**config.mk**
```make
export PLATFORM = sky130hd
export DESIGN_NAME = decode_stage
export DESIGN_NICKNAME = d
export VERILOG_FILES = /design/src/rtl/decode_pkg.sv /design/src/rtl/decode_stage_imm_gen.sv /design/src/rtl/decode_stage.sv
export SDC_FILE = /design/constraint.sdc
export NUM_CORES = 1
export LEC_CHECK = 0
export CAP_MARGIN = 20
export CORE_MARGIN = 2
export CORE_UTILIZATION = 42
export CTS_BUF_LIST = sky130_fd_sc_hd__clkbuf_2
export CTS_CLUSTER_DIAMETER = 200
export CTS_CLUSTER_SIZE = 24
export DETAILED_ROUTE_END_ITERATION = 10
export GPL_TIMING_DRIVEN = 0
export PLACE_DENSITY = 0.77
export REMOVE_ABC_BUFFERS = 1
export SKIP_CTS_REPAIR_TIMING = 1
export SYNTH_ARGS = -nofsm -noshare
export SYNTH_HDL_FRONTEND = slang
export SYNTH_HIERARCHICAL = 1
export SYNTH_SLANG_ARGS = --single-unit
```
**constraint.sdc**
```tcl
create_clock -name clk -period 5.3 [get_ports clk]
set_clock_uncertainty 0.1 [all_clocks]
set_input_delay 1.06 -clock clk [delete_from_list [all_inputs] [get_ports clk]]
set_output_delay 1.06 -clock clk [all_outputs]
set_load 0.02 [all_outputs]
```
**src/rtl/decode_pkg.sv**
```systemverilog
// Shared types for the RV64I decode stage: opcodes, ALU ops, immediate formats, control bundle.
package decode_pkg;

  typedef enum logic [6:0] {
    OPC_LUI       = 7'b0110111,
    OPC_AUIPC     = 7'b0010111,
    OPC_JAL       = 7'b1101111,
    OPC_JALR      = 7'b1100111,
    OPC_BRANCH    = 7'b1100011,
    OPC_LOAD      = 7'b0000011,
    OPC_STORE     = 7'b0100011,
    OPC_OP_IMM    = 7'b0010011,
    OPC_OP        = 7'b0110011,
    OPC_OP_IMM_32 = 7'b0011011,
    OPC_OP_32     = 7'b0111011
  } opcode_e;

  typedef enum logic [3:0] {
    ALU_ADD    = 4'd0,
    ALU_SUB    = 4'd1,
    ALU_SLL    = 4'd2,
    ALU_SLT    = 4'd3,
    ALU_SLTU   = 4'd4,
    ALU_XOR    = 4'd5,
    ALU_SRL    = 4'd6,
    ALU_SRA    = 4'd7,
    ALU_OR     = 4'd8,
    ALU_AND    = 4'd9,
    ALU_PASS_B = 4'd10
  } alu_op_t;

  typedef enum logic [2:0] {
    IMM_I    = 3'd0,
    IMM_S    = 3'd1,
    IMM_B    = 3'd2,
    IMM_U    = 3'd3,
    IMM_J    = 3'd4,
    IMM_NONE = 3'd5
  } imm_fmt_e;

  typedef struct packed {
    logic reg_write;
    logic mem_read;
    logic mem_write;
    logic branch;
    logic jal;
    logic jalr;
    logic alu_src_imm;
    logic is_word;
    logic use_rs1;
    logic use_rs2;
  } ctrl_t;

  localparam int unsigned CTRL_W = $bits(ctrl_t);

  // alt selects SUB/SRA; callers only set it where the encoding allows it.
  function automatic alu_op_t alu_from_funct3(input logic [2:0] funct3, input logic alt);
    case (funct3)
      3'b000:  return alt ? ALU_SUB : ALU_ADD;
      3'b001:  return ALU_SLL;
      3'b010:  return ALU_SLT;
      3'b011:  return ALU_SLTU;
      3'b100:  return ALU_XOR;
      3'b101:  return alt ? ALU_SRA : ALU_SRL;
      3'b110:  return ALU_OR;
      default: return ALU_AND;
    endcase
  endfunction

endpackage

```
**src/rtl/decode_stage_imm_gen.sv**
```systemverilog
// Immediate generator: assembles the I/S/B/U/J immediate and sign-extends it to XLEN.
module decode_stage_imm_gen
  import decode_pkg::*;
#(
  parameter int unsigned XLEN = 64
) (
  input  logic [31:7]     instr_i,
  input  logic [2:0]      fmt_i,
  output logic [XLEN-1:0] imm_o
);

  logic [31:0] imm32;

  always_comb begin
    imm32 = '0;
    case (imm_fmt_e'(fmt_i))
      IMM_I:   imm32 = {{20{instr_i[31]}}, instr_i[31:20]};
      IMM_S:   imm32 = {{20{instr_i[31]}}, instr_i[31:25], instr_i[11:7]};
      IMM_B:   imm32 = {{19{instr_i[31]}}, instr_i[31], instr_i[7], instr_i[30:25],
                        instr_i[11:8], 1'b0};
      IMM_U:   imm32 = {instr_i[31:12], 12'b0};
      IMM_J:   imm32 = {{11{instr_i[31]}}, instr_i[31], instr_i[19:12], instr_i[20],
                        instr_i[30:21], 1'b0};
      default: imm32 = '0;
    endcase
  end

  assign imm_o = {{(XLEN-32){imm32[31]}}, imm32};

endmodule

```
**src/rtl/decode_stage.sv**
```systemverilog
// RV64I decode stage with a single-entry output register and valid/ready handshakes.
// Optional perf counters are enabled by defining DECODE_PERF_EN.
module decode_stage
  import decode_pkg::*;
#(
  parameter int unsigned XLEN  = 64,
  parameter int unsigned PC_W  = 64,
  parameter int unsigned CNT_W = 32
) (
  input  logic              clk,
  input  logic              reset,
  input  logic              if_valid,
  output logic              if_ready,
  input  logic [31:0]       if_instr,
  input  logic [PC_W-1:0]   if_pc,
  input  logic              flush,
  output logic              id_valid,
  input  logic              id_ready,
  output logic [PC_W-1:0]   id_pc,
  output logic [4:0]        id_rs1,
  output logic [4:0]        id_rs2,
  output logic [4:0]        id_rd,
  output logic [2:0]        id_funct3,
  output logic [XLEN-1:0]   id_imm,
  output logic [3:0]        id_alu_op,
  output logic [CTRL_W-1:0] id_ctrl,
  output logic              id_illegal
`ifdef DECODE_PERF_EN
  ,
  output logic [CNT_W-1:0]  id_decoded_cnt,
  output logic [CNT_W-1:0]  id_stall_cnt
`endif
);

  logic [6:0] opcode;
  logic [2:0] funct3;
  logic [6:0] funct7;
  logic [4:0] rd;

  assign opcode = if_instr[6:0];
  assign funct3 = if_instr[14:12];
  assign funct7 = if_instr[31:25];
  assign rd     = if_instr[11:7];

  ctrl_t           dec_ctrl;
  alu_op_t         dec_alu;
  imm_fmt_e        dec_fmt;
  logic            dec_illegal;
  logic [XLEN-1:0] dec_imm;

  always_comb begin
    dec_ctrl    = '0;
    dec_alu     = ALU_ADD;
    dec_fmt     = IMM_NONE;
    dec_illegal = 1'b0;
    case (opcode)
      OPC_LUI: begin
        dec_fmt              = IMM_U;
        dec_alu              = ALU_PASS_B;
        dec_ctrl.reg_write   = 1'b1;
        dec_ctrl.alu_src_imm = 1'b1;
      end
      OPC_AUIPC: begin
        dec_fmt              = IMM_U;
        dec_ctrl.reg_write   = 1'b1;
        dec_ctrl.alu_src_imm = 1'b1;
      end
      OPC_JAL: begin
        dec_fmt            = IMM_J;
        dec_ctrl.reg_write = 1'b1;
        dec_ctrl.jal       = 1'b1;
      end
      OPC_JALR: begin
        dec_fmt              = IMM_I;
        dec_ctrl.reg_write   = 1'b1;
        dec_ctrl.jalr        = 1'b1;
        dec_ctrl.alu_src_imm = 1'b1;
        dec_ctrl.use_rs1     = 1'b1;
        dec_illegal          = (funct3 != 3'b000);
      end
      OPC_BRANCH: begin
        dec_fmt          = IMM_B;
        dec_ctrl.branch  = 1'b1;
        dec_ctrl.use_rs1 = 1'b1;
        dec_ctrl.use_rs2 = 1'b1;
        case (funct3)
          3'b000, 3'b001: dec_alu = ALU_SUB;
          3'b100, 3'b101: dec_alu = ALU_SLT;
          3'b110, 3'b111: dec_alu = ALU_SLTU;
          default:        dec_illegal = 1'b1;
        endcase
      end
      OPC_LOAD: begin
        dec_fmt              = IMM_I;
        dec_ctrl.reg_write   = 1'b1;
        dec_ctrl.mem_read    = 1'b1;
        dec_ctrl.alu_src_imm = 1'b1;
        dec_ctrl.use_rs1     = 1'b1;
        dec_illegal          = (funct3 == 3'b111);
      end
      OPC_STORE: begin
        dec_fmt              = IMM_S;
        dec_ctrl.mem_write   = 1'b1;
        dec_ctrl.alu_src_imm = 1'b1;
        dec_ctrl.use_rs1     = 1'b1;
        dec_ctrl.use_rs2     = 1'b1;
        dec_illegal          = funct3[2];
      end
      OPC_OP_IMM: begin
        dec_fmt              = IMM_I;
        dec_alu              = alu_from_funct3(funct3, (funct3 == 3'b101) && if_instr[30]);
        dec_ctrl.reg_write   = 1'b1;
        dec_ctrl.alu_src_imm = 1'b1;
        dec_ctrl.use_rs1     = 1'b1;
        // RV64 shamt is 6 bits, so only instr[31:26] constrain the shift encodings
        if (funct3 == 3'b001) dec_illegal = (if_instr[31:26] != 6'b000000);
        if (funct3 == 3'b101) dec_illegal = ({if_instr[31], if_instr[29:26]} != 5'b00000);
      end
      OPC_OP: begin
        dec_alu            = alu_from_funct3(funct3, if_instr[30]);
        dec_ctrl.reg_write = 1'b1;
        dec_ctrl.use_rs1   = 1'b1;
        dec_ctrl.use_rs2   = 1'b1;
        dec_illegal        = !((funct7 == 7'b0000000) ||
                               ((funct7 == 7'b0100000) &&
                                (funct3 == 3'b000 || funct3 == 3'b101)));
      end
      OPC_OP_IMM_32: begin
        dec_fmt              = IMM_I;
        dec_alu              = alu_from_funct3(funct3, (funct3 == 3'b101) && if_instr[30]);
        dec_ctrl.reg_write   = 1'b1;
        dec_ctrl.alu_src_imm = 1'b1;
        dec_ctrl.is_word     = 1'b1;
        dec_ctrl.use_rs1     = 1'b1;
        case (funct3)
          3'b000:  dec_illegal = 1'b0;
          3'b001:  dec_illegal = (funct7 != 7'b0000000);
          3'b101:  dec_illegal = (funct7 != 7'b0000000) && (funct7 != 7'b0100000);
          default: dec_illegal = 1'b1;
        endcase
      end
      OPC_OP_32: begin
        dec_alu            = alu_from_funct3(funct3, if_instr[30]);
        dec_ctrl.reg_write = 1'b1;
        dec_ctrl.is_word   = 1'b1;
        dec_ctrl.use_rs1   = 1'b1;
        dec_ctrl.use_rs2   = 1'b1;
        dec_illegal        = !((funct3 == 3'b000 || funct3 == 3'b001 || funct3 == 3'b101) &&
                               ((funct7 == 7'b0000000) ||
                                ((funct7 == 7'b0100000) && (funct3 != 3'b001))));
      end
      default: dec_illegal = 1'b1;
    endcase

    if (if_instr == 32'h0000_0000) dec_illegal = 1'b1;
    if (rd == 5'd0) dec_ctrl.reg_write = 1'b0;
    if (dec_illegal) begin
      dec_ctrl = '0;
      dec_alu  = ALU_ADD;
      dec_fmt  = IMM_NONE;
    end
  end

  decode_stage_imm_gen #(
    .XLEN (XLEN)
  ) u_imm_gen (
    .instr_i (if_instr[31:7]),
    .fmt_i   (dec_fmt),
    .imm_o   (dec_imm)
  );

  logic              valid_q, valid_d;
  logic              accept;
  logic [PC_W-1:0]   pc_q;
  logic [4:0]        rs1_q, rs2_q, rd_q;
  logic [2:0]        funct3_q;
  logic [XLEN-1:0]   imm_q;
  logic [3:0]        alu_q;
  logic [CTRL_W-1:0] ctrl_q;
  logic              illegal_q;

  assign if_ready = !valid_q || id_ready;
  assign accept   = if_valid && if_ready && !flush;

  always_comb begin
    valid_d = valid_q && !id_ready;
    if (accept) valid_d = 1'b1;
    if (flush)  valid_d = 1'b0;
  end

  always_ff @(posedge clk or posedge reset) begin
    if (reset) begin
      valid_q   <= 1'b0;
      pc_q      <= '0;
      rs1_q     <= '0;
      rs2_q     <= '0;
      rd_q      <= '0;
      funct3_q  <= '0;
      imm_q     <= '0;
      alu_q     <= '0;
      ctrl_q    <= '0;
      illegal_q <= 1'b0;
    end else begin
      valid_q <= valid_d;
      if (accept) begin
        pc_q      <= if_pc;
        rs1_q     <= if_instr[19:15];
        rs2_q     <= if_instr[24:20];
        rd_q      <= rd;
        funct3_q  <= funct3;
        imm_q     <= dec_imm;
        alu_q     <= dec_alu;
        ctrl_q    <= dec_ctrl;
        illegal_q <= dec_illegal;
      end
    end
  end

  assign id_valid   = valid_q;
  assign id_pc      = pc_q;
  assign id_rs1     = rs1_q;
  assign id_rs2     = rs2_q;
  assign id_rd      = rd_q;
  assign id_funct3  = funct3_q;
  assign id_imm     = imm_q;
  assign id_alu_op  = alu_q;
  assign id_ctrl    = ctrl_q;
  assign id_illegal = illegal_q;

`ifdef DECODE_PERF_EN
  logic [CNT_W-1:0] decoded_cnt_q, stall_cnt_q;

  always_ff @(posedge clk or posedge reset) begin
    if (reset) begin
      decoded_cnt_q <= '0;
      stall_cnt_q   <= '0;
    end else begin
      if (accept)               decoded_cnt_q <= decoded_cnt_q + 1'b1;
      if (valid_q && !id_ready) stall_cnt_q   <= stall_cnt_q + 1'b1;
    end
  end

  assign id_decoded_cnt = decoded_cnt_q;
  assign id_stall_cnt   = stall_cnt_q;
`else
  // Keeps CNT_W referenced when the counters are compiled out.
  logic [CNT_W-1:0] unused_perf_cnt;
  assign unused_perf_cnt = '0;
`endif

endmodule

```
Word-level counts from Yosys, hierarchy flattened --
Index checks and enable logic that the tools add are counted.
Word-level totals: register bits 130, input bits 101, output and inout port bits 163, logic and storage cells 109
Cells by class: equality and inequality tests 25, muxes and demuxes 32, reduce and logical (&&, ||, !) cells 42
Operators by type and width (count):
- $pmux W32 S5 | 1
- $pmux W4 S7 | 2
- $eq A7 B6 Y1 const B | 5
- $logic_not A32 Y1 | 1
- $eq A7 B5 Y1 const B | 3
- $eq A7 B7 Y1 const B | 3
- $mux W1 | 21
- $pmux W4 S4 | 1
- $eq A3 B3 Y1 const B | 5
- $pmux W3 S5 | 1
- $reduce_or A2 Y1 | 7
- $eq A3 B2 Y1 const B | 4
- $mux W10 | 1
- $pmux W1 S9 | 1
- $pmux W3 S3 | 1
- $reduce_or A9 Y1 | 1
- $logic_and A1 B1 Y1 | 8
- $reduce_or A4 Y1 | 2
- $reduce_or A8 Y1 | 1
- $eq A7 B2 Y1 const B | 1
- $logic_not A7 Y1 | 1
- $ne A7 B6 Y1 const B | 1
- $reduce_bool A7 Y1 | 1
- $reduce_or A7 Y1 | 1
- other kinds (14) | 25

Longest topological paths before layout --
depth after elaboration 10, depth in mapped cells 16, gate-level depth less buffers 11

Hierarchy --
The synthesis kept the hierarchy.
Modules (own cells, without submodules):
- decode_stage | times used 1, cells each 769, area an instance 6680.2 µm², sequential area each 4053.9 µm²
- decode_stage_imm_gen | times used 1, cells each 126, area an instance 780.7 µm², sequential area each 0.0 µm²

Worst setup path before layout --
OpenSTA, ideal clock, no wires.
kind input-to-reg, start input port if_instr[26], end register id_imm[32] (netlist name), setup time 65 ps, arrival 3580 ps, required time 5135 ps, slack 1555 ps, stages 14, path buffers 4, cells stage by stage or3_1 > nor4_1 > o32ai_1 > nand2_1 > and3_1 > buf_6 > buf_6 > nand3_1 > buf_2 > o21ai_0 > and2_1 > buf_4 > nand2_1 > nand2_1
On the way: word-level cells in the longest chain between the ends 10, elaborated cells between the ends (all ways) 27, classes of those cells eq/ne (6); mux (7); reduce/logical (14)
RTL lines:
- from (decl) | RTL line decode_stage.sv:14 | input logic [31:0] if_instr,
- $eq A7 B6 Y1 | RTL line decode_stage.sv:125, decode_stage.sv:150
- $logic_and A1 B1 Y1 | RTL line decode_stage.sv:150 | ((funct7 == 7'b0100000) && (funct3 != 3'b001))));
- $logic_or A1 B1 Y1 | RTL line decode_stage.sv:149 | ((funct7 == 7'b0000000) ||
- $logic_and A1 B1 Y1 | RTL line decode_stage.sv:148 | dec_illegal = !((funct3 == 3'b000 || funct3 == 3'b001 || funct3 == 3'b101) &&
- $logic_not A1 Y1 | RTL line decode_stage.sv:148
- $pmux W1 S9 | RTL line decode_stage.sv:56 | case (opcode)
- $mux W1 (*) | RTL line decode_stage.sv:155 | if (if_instr == 32'h0000_0000) dec_illegal = 1'b1;
- $mux W3 (*) | RTL line decode_stage.sv:157 | if (dec_illegal) begin
- net dec_fmt[0] | RTL line decode_stage.sv:47 | imm_fmt_e dec_fmt;
- $eq A3 B3 Y1 (tied with other cells) | RTL line decode_stage_imm_gen.sv:16 | case (imm_fmt_e'(fmt_i))
- $pmux W32 S5 (*) | RTL line decode_stage_imm_gen.sv:16
- net dec_imm[31] | RTL line decode_stage.sv:49 | logic [XLEN-1:0] dec_imm;
The timed path passes the listed nets; every way through them passes the cells marked *. A chain may end at the register's enable or synchronous reset.

Worst setup path after layout --
start input port if_instr[14], end register imm_q[13], in the netlist id_imm[13]
On the way: word-level cells in the longest chain between the ends 10, elaborated cells between the ends (all ways) 33, classes of those cells eq/ne (10); mux (8); reduce/logical (15)
RTL lines:
- parallel branches: the longest is 6 deep, another holds $pmux W1 S9
- $mux W1 (*) | RTL line decode_stage.sv:155
- $mux W3 (*) | RTL line decode_stage.sv:157
- net dec_fmt[2] | RTL line decode_stage.sv:47
- $eq A3 B3 Y1 (tied with other cells) | RTL line decode_stage_imm_gen.sv:16
- $pmux W32 S5 (*) | RTL line decode_stage_imm_gen.sv:16
- net dec_imm[13] | RTL line decode_stage.sv:49
- to (signal assigned) | RTL line decode_stage.sv:211 | imm_q <= dec_imm;
- to (decl) | RTL line decode_stage.sv:177 | logic [XLEN-1:0] imm_q;
Mark *: on every way through the listed nets, which the timed path passes.

==> impl_metrics.json <==
{
  "clock_sinks": 162,
  "worst_slack_ps": 774.1,
  "synth_top_cell_by_area": "dfrtp_1",
  "pre_cts_ws_ps": 198.8,
  "reg2reg_from": "id_valid",
  "max_freq_ghz": 0.2209,
  "drt-initial-drc-count": 507,
  "worstSetupStartpoint": "if_instr[14]",
  "numPlacedInstances": 1316,
  "dp_hpwl_um": 14890,
  "grtUsageTotal": 0.2208,
  "port_buffers": 263,
  "avgSynthCellArea_um2": 8.336,
  "grt_use_met1": 0.2980,
  "clockBufferDepth": 2,
  "synth_area_mm2": 0.007461,
  "rsz0062_at_grt": "false",
  "cp_slowest_cell": "nor2b_1",
  "htree_levels": 4,
  "hold_depth": 2,
  "hold_viol": 0,
  "cap_violations": 0,
  "dieHeight_um": 137.3,
  "tightest_slew_ps": 731.4,
  "tns_ps": 0,
  "status": "complete, no violations",
  "rows": 48,
  "critical_path.cell_chain": "clkdlybuf4s50_1, or2_1, a21oi_1, o32ai_1, nor3_1, and3_1, nand3_1, nor2b_1, a21oi_1, o22ai_1, nand2_1, nand2_1",
  "path_class": "in2reg",
  "cts_buffers": 17,
  "design_power_total_mw": 3.008,
  "ys_seq_elements": 162,
  "ys_seq_area_frac": 0.5434,
  "ys_types": 49,
  "holdCritStartpoint": "id_imm[9]",
  "grt_max_degree": 100,
  "drc": 0,
  "top_usage_layer": "met2",
  "dr.pass1.iters": 5,
  "clk_latency_ps": 700,
  "grt_pass1_wl_um": 32950,
  "hp-class": "reg2reg",
  "initial_utilization": 0.4299,
  "ff2ff_path_depth": 9,
  "critPathMaxStageDelay_ps": 740,
  "overflow": 0,
  "p_leak_nw": 5.116,
  "vias_per_cell": 4.947,
  "first_global_vias": 6514,
  "syn-instance-count": 895,
  "period_share": 0.8539,
  "power.density_mw_per_mm2": 285.4,
  "detail-route-antenna-nets": 0,
  "wl_per_cell_um": 15.18,
  "root_buffer": "clkbuf_2",
  "crit_fanout": 19,
  "synth-edff-count": 0,
  "antenna_found_initial": 1,
  "max_slew_margin": 0.5111,
  "clk_pin_slew_ps": 240,
  "routed_wirelength_um": 20480,
  "worst_ep_required_time_ps": 5870,
  "met3_usage": 0.05850,
  "cts_tree": "done",
  "ys.flop_type": "dfrtp_1",
  "arrival_ps": 5090,
  "ir_worst_vdd_mv": 0.1653,
  "end_kind": "register",
  "synth_area_leaders": "dfrtp_1 54%, nand2_1 24%, buf_4 3.3%",
  "core_mm2": 0.01736,
  "layout_min_cycle_time_ps": 4526,
  "setup_viol": 0,
  "fin_cells": 1349,
  "area_growth_pct": 41.27,
  "ioPinCount": 264,
  "slew_viol_final": 0,
  "fp.dieW_um": 137.3,
  "drive_gt1_frac": 0.06233,
  "synth_top_area_share": 0.5434,
  "start_kind": "input pin",
  "dieArea_mm2": 0.01885,
  "n_fill_cell": 1509,
  "place_congestion": 0.8536,
  "ys_warn_count": 6,
  "grt_use_met2": 0.3419,
  "synthArstFlopShare": 1.000,
  "vias": 6673,
  "finalNetCount": 1211
}
-- cell families (layout without fill, tap and decap cells) --
logic type | count (synthesis) | in the layout | share of synthesized area
AO/OA/AOI/OAI | 77 | 77 | 0.06758
adder cells (fa/ha/maj) | 1 | 1 | 0.001509
buffers and inverters | 97 | 325 | 0.07127
flip-flops | 162 | 162 | 0.5434
multiplexers | 7 | 7 | 0.01023
other | 0 | 1 | 0
AND/OR/NAND/NOR | 551 | 551 | 0.3061
-- worst max-delay path, delay by kind of cell --
family	cells	cell delay [ps]
compound gates	4	550
buf+inv	1	730
simple gates	7	2750
-- metal layers --
metal  share of wire  vias to the layer above
li1                -                     3251
met1            0.42                     3140
met2            0.48                      252
met3           0.080                       30
met4           0.021                        0
met5               0                        -
-- synthesized netlist by cell type (4+ instances only) --
library cell  count
a22o_1            9
nand3_1           5
buf_4            33
o21ai_0           9
nor4_1            6
o22ai_1          15
buf_6             5
mux2_2            5
buf_2             5
nor2_1           14
nand2_1         473
clkbuf_1         44
a21oi_1          25
dfrtp_1         162
nand2b_1          7
nor3_1            6
nand3b_1          4
inv_1             8
nor2b_1          12
a32o_1            4
-- power by group --
| group | switching (mW) | internal [mW] | total (mW) |
|---|---|---|---|
| registers | 0.0631 | 1.36 | 1.42 |
| clock network | 0.482 | 0.331 | 0.813 |
| logic | 0.412 | 0.363 | 0.775 |
| total | 0.957 | 2.05 | 3.01 |
-- layout by cell type (no fill, tap or decap), drive strengths merged, types with 4 or more instances in the layout --
cell type,instances
o22ai,15
a21oi,25
clkbuf,18
clkdlybuf4s50,263
inv,17
a32o,4
or3,4
o21ai,9
nand3b,4
nor3,7
a22o,9
nor2b,12
mux2,5
dfrtp,162
nand2,473
buf,21
nor2,14
nand2b,10
bufinv,4
nor4,8
nand3,5
-- sequential cells by signal (all words and copies together) (netlist names) --
signal / cells
id_rs2: 5
id_illegal: 1
id_ctrl: 10
id_pc: 64
id_valid: 1
id_imm: 64
id_rd: 5
id_funct3: 3
id_alu_op: 4
id_rs1: 5
-- through the flow --
step / area (um^2) / hold WS, ps / utilization
after floorplan: 6963 / 489.4 / -
after global placement: 9877 / 356.6 / 0.5691
after detailed placement: 10230 / 361.4 / 0.5896
after CTS: 10540 / 409.3 / 0.6071
after global routing: 10540 / 430.0 / 0.6073
final: 10540 / 404.1 / 0.6073
-- cell type report --
class,instances,area (um^2),share of cell area
inverter,9,41.29,0.003917
tap,225,281.5,0.02671
timing repair buffer,284,2977,0.2824
multi-input combinational,636,2880,0.2733
clock inverter,14,214.0,0.02030
sequential,162,4054,0.3846
antenna,1,2.502,0.0002374
clock buffer,18,90.09,0.008547
-- worst paths after layout --
| check | end | slack [ps] |
|---|---|---|
| max | id_imm[13] | 770 |
| min | id_imm[9] | 400 |
| max reg2reg | id_pc[27] | 3080 |
| min reg2reg | id_imm[9] | 400 |
| max in group asynchronous | id_imm[9] | 3600 |
| min in group asynchronous | id_pc[21] | 610 |
No activity file was read; power rests on OpenSTA's default activity.
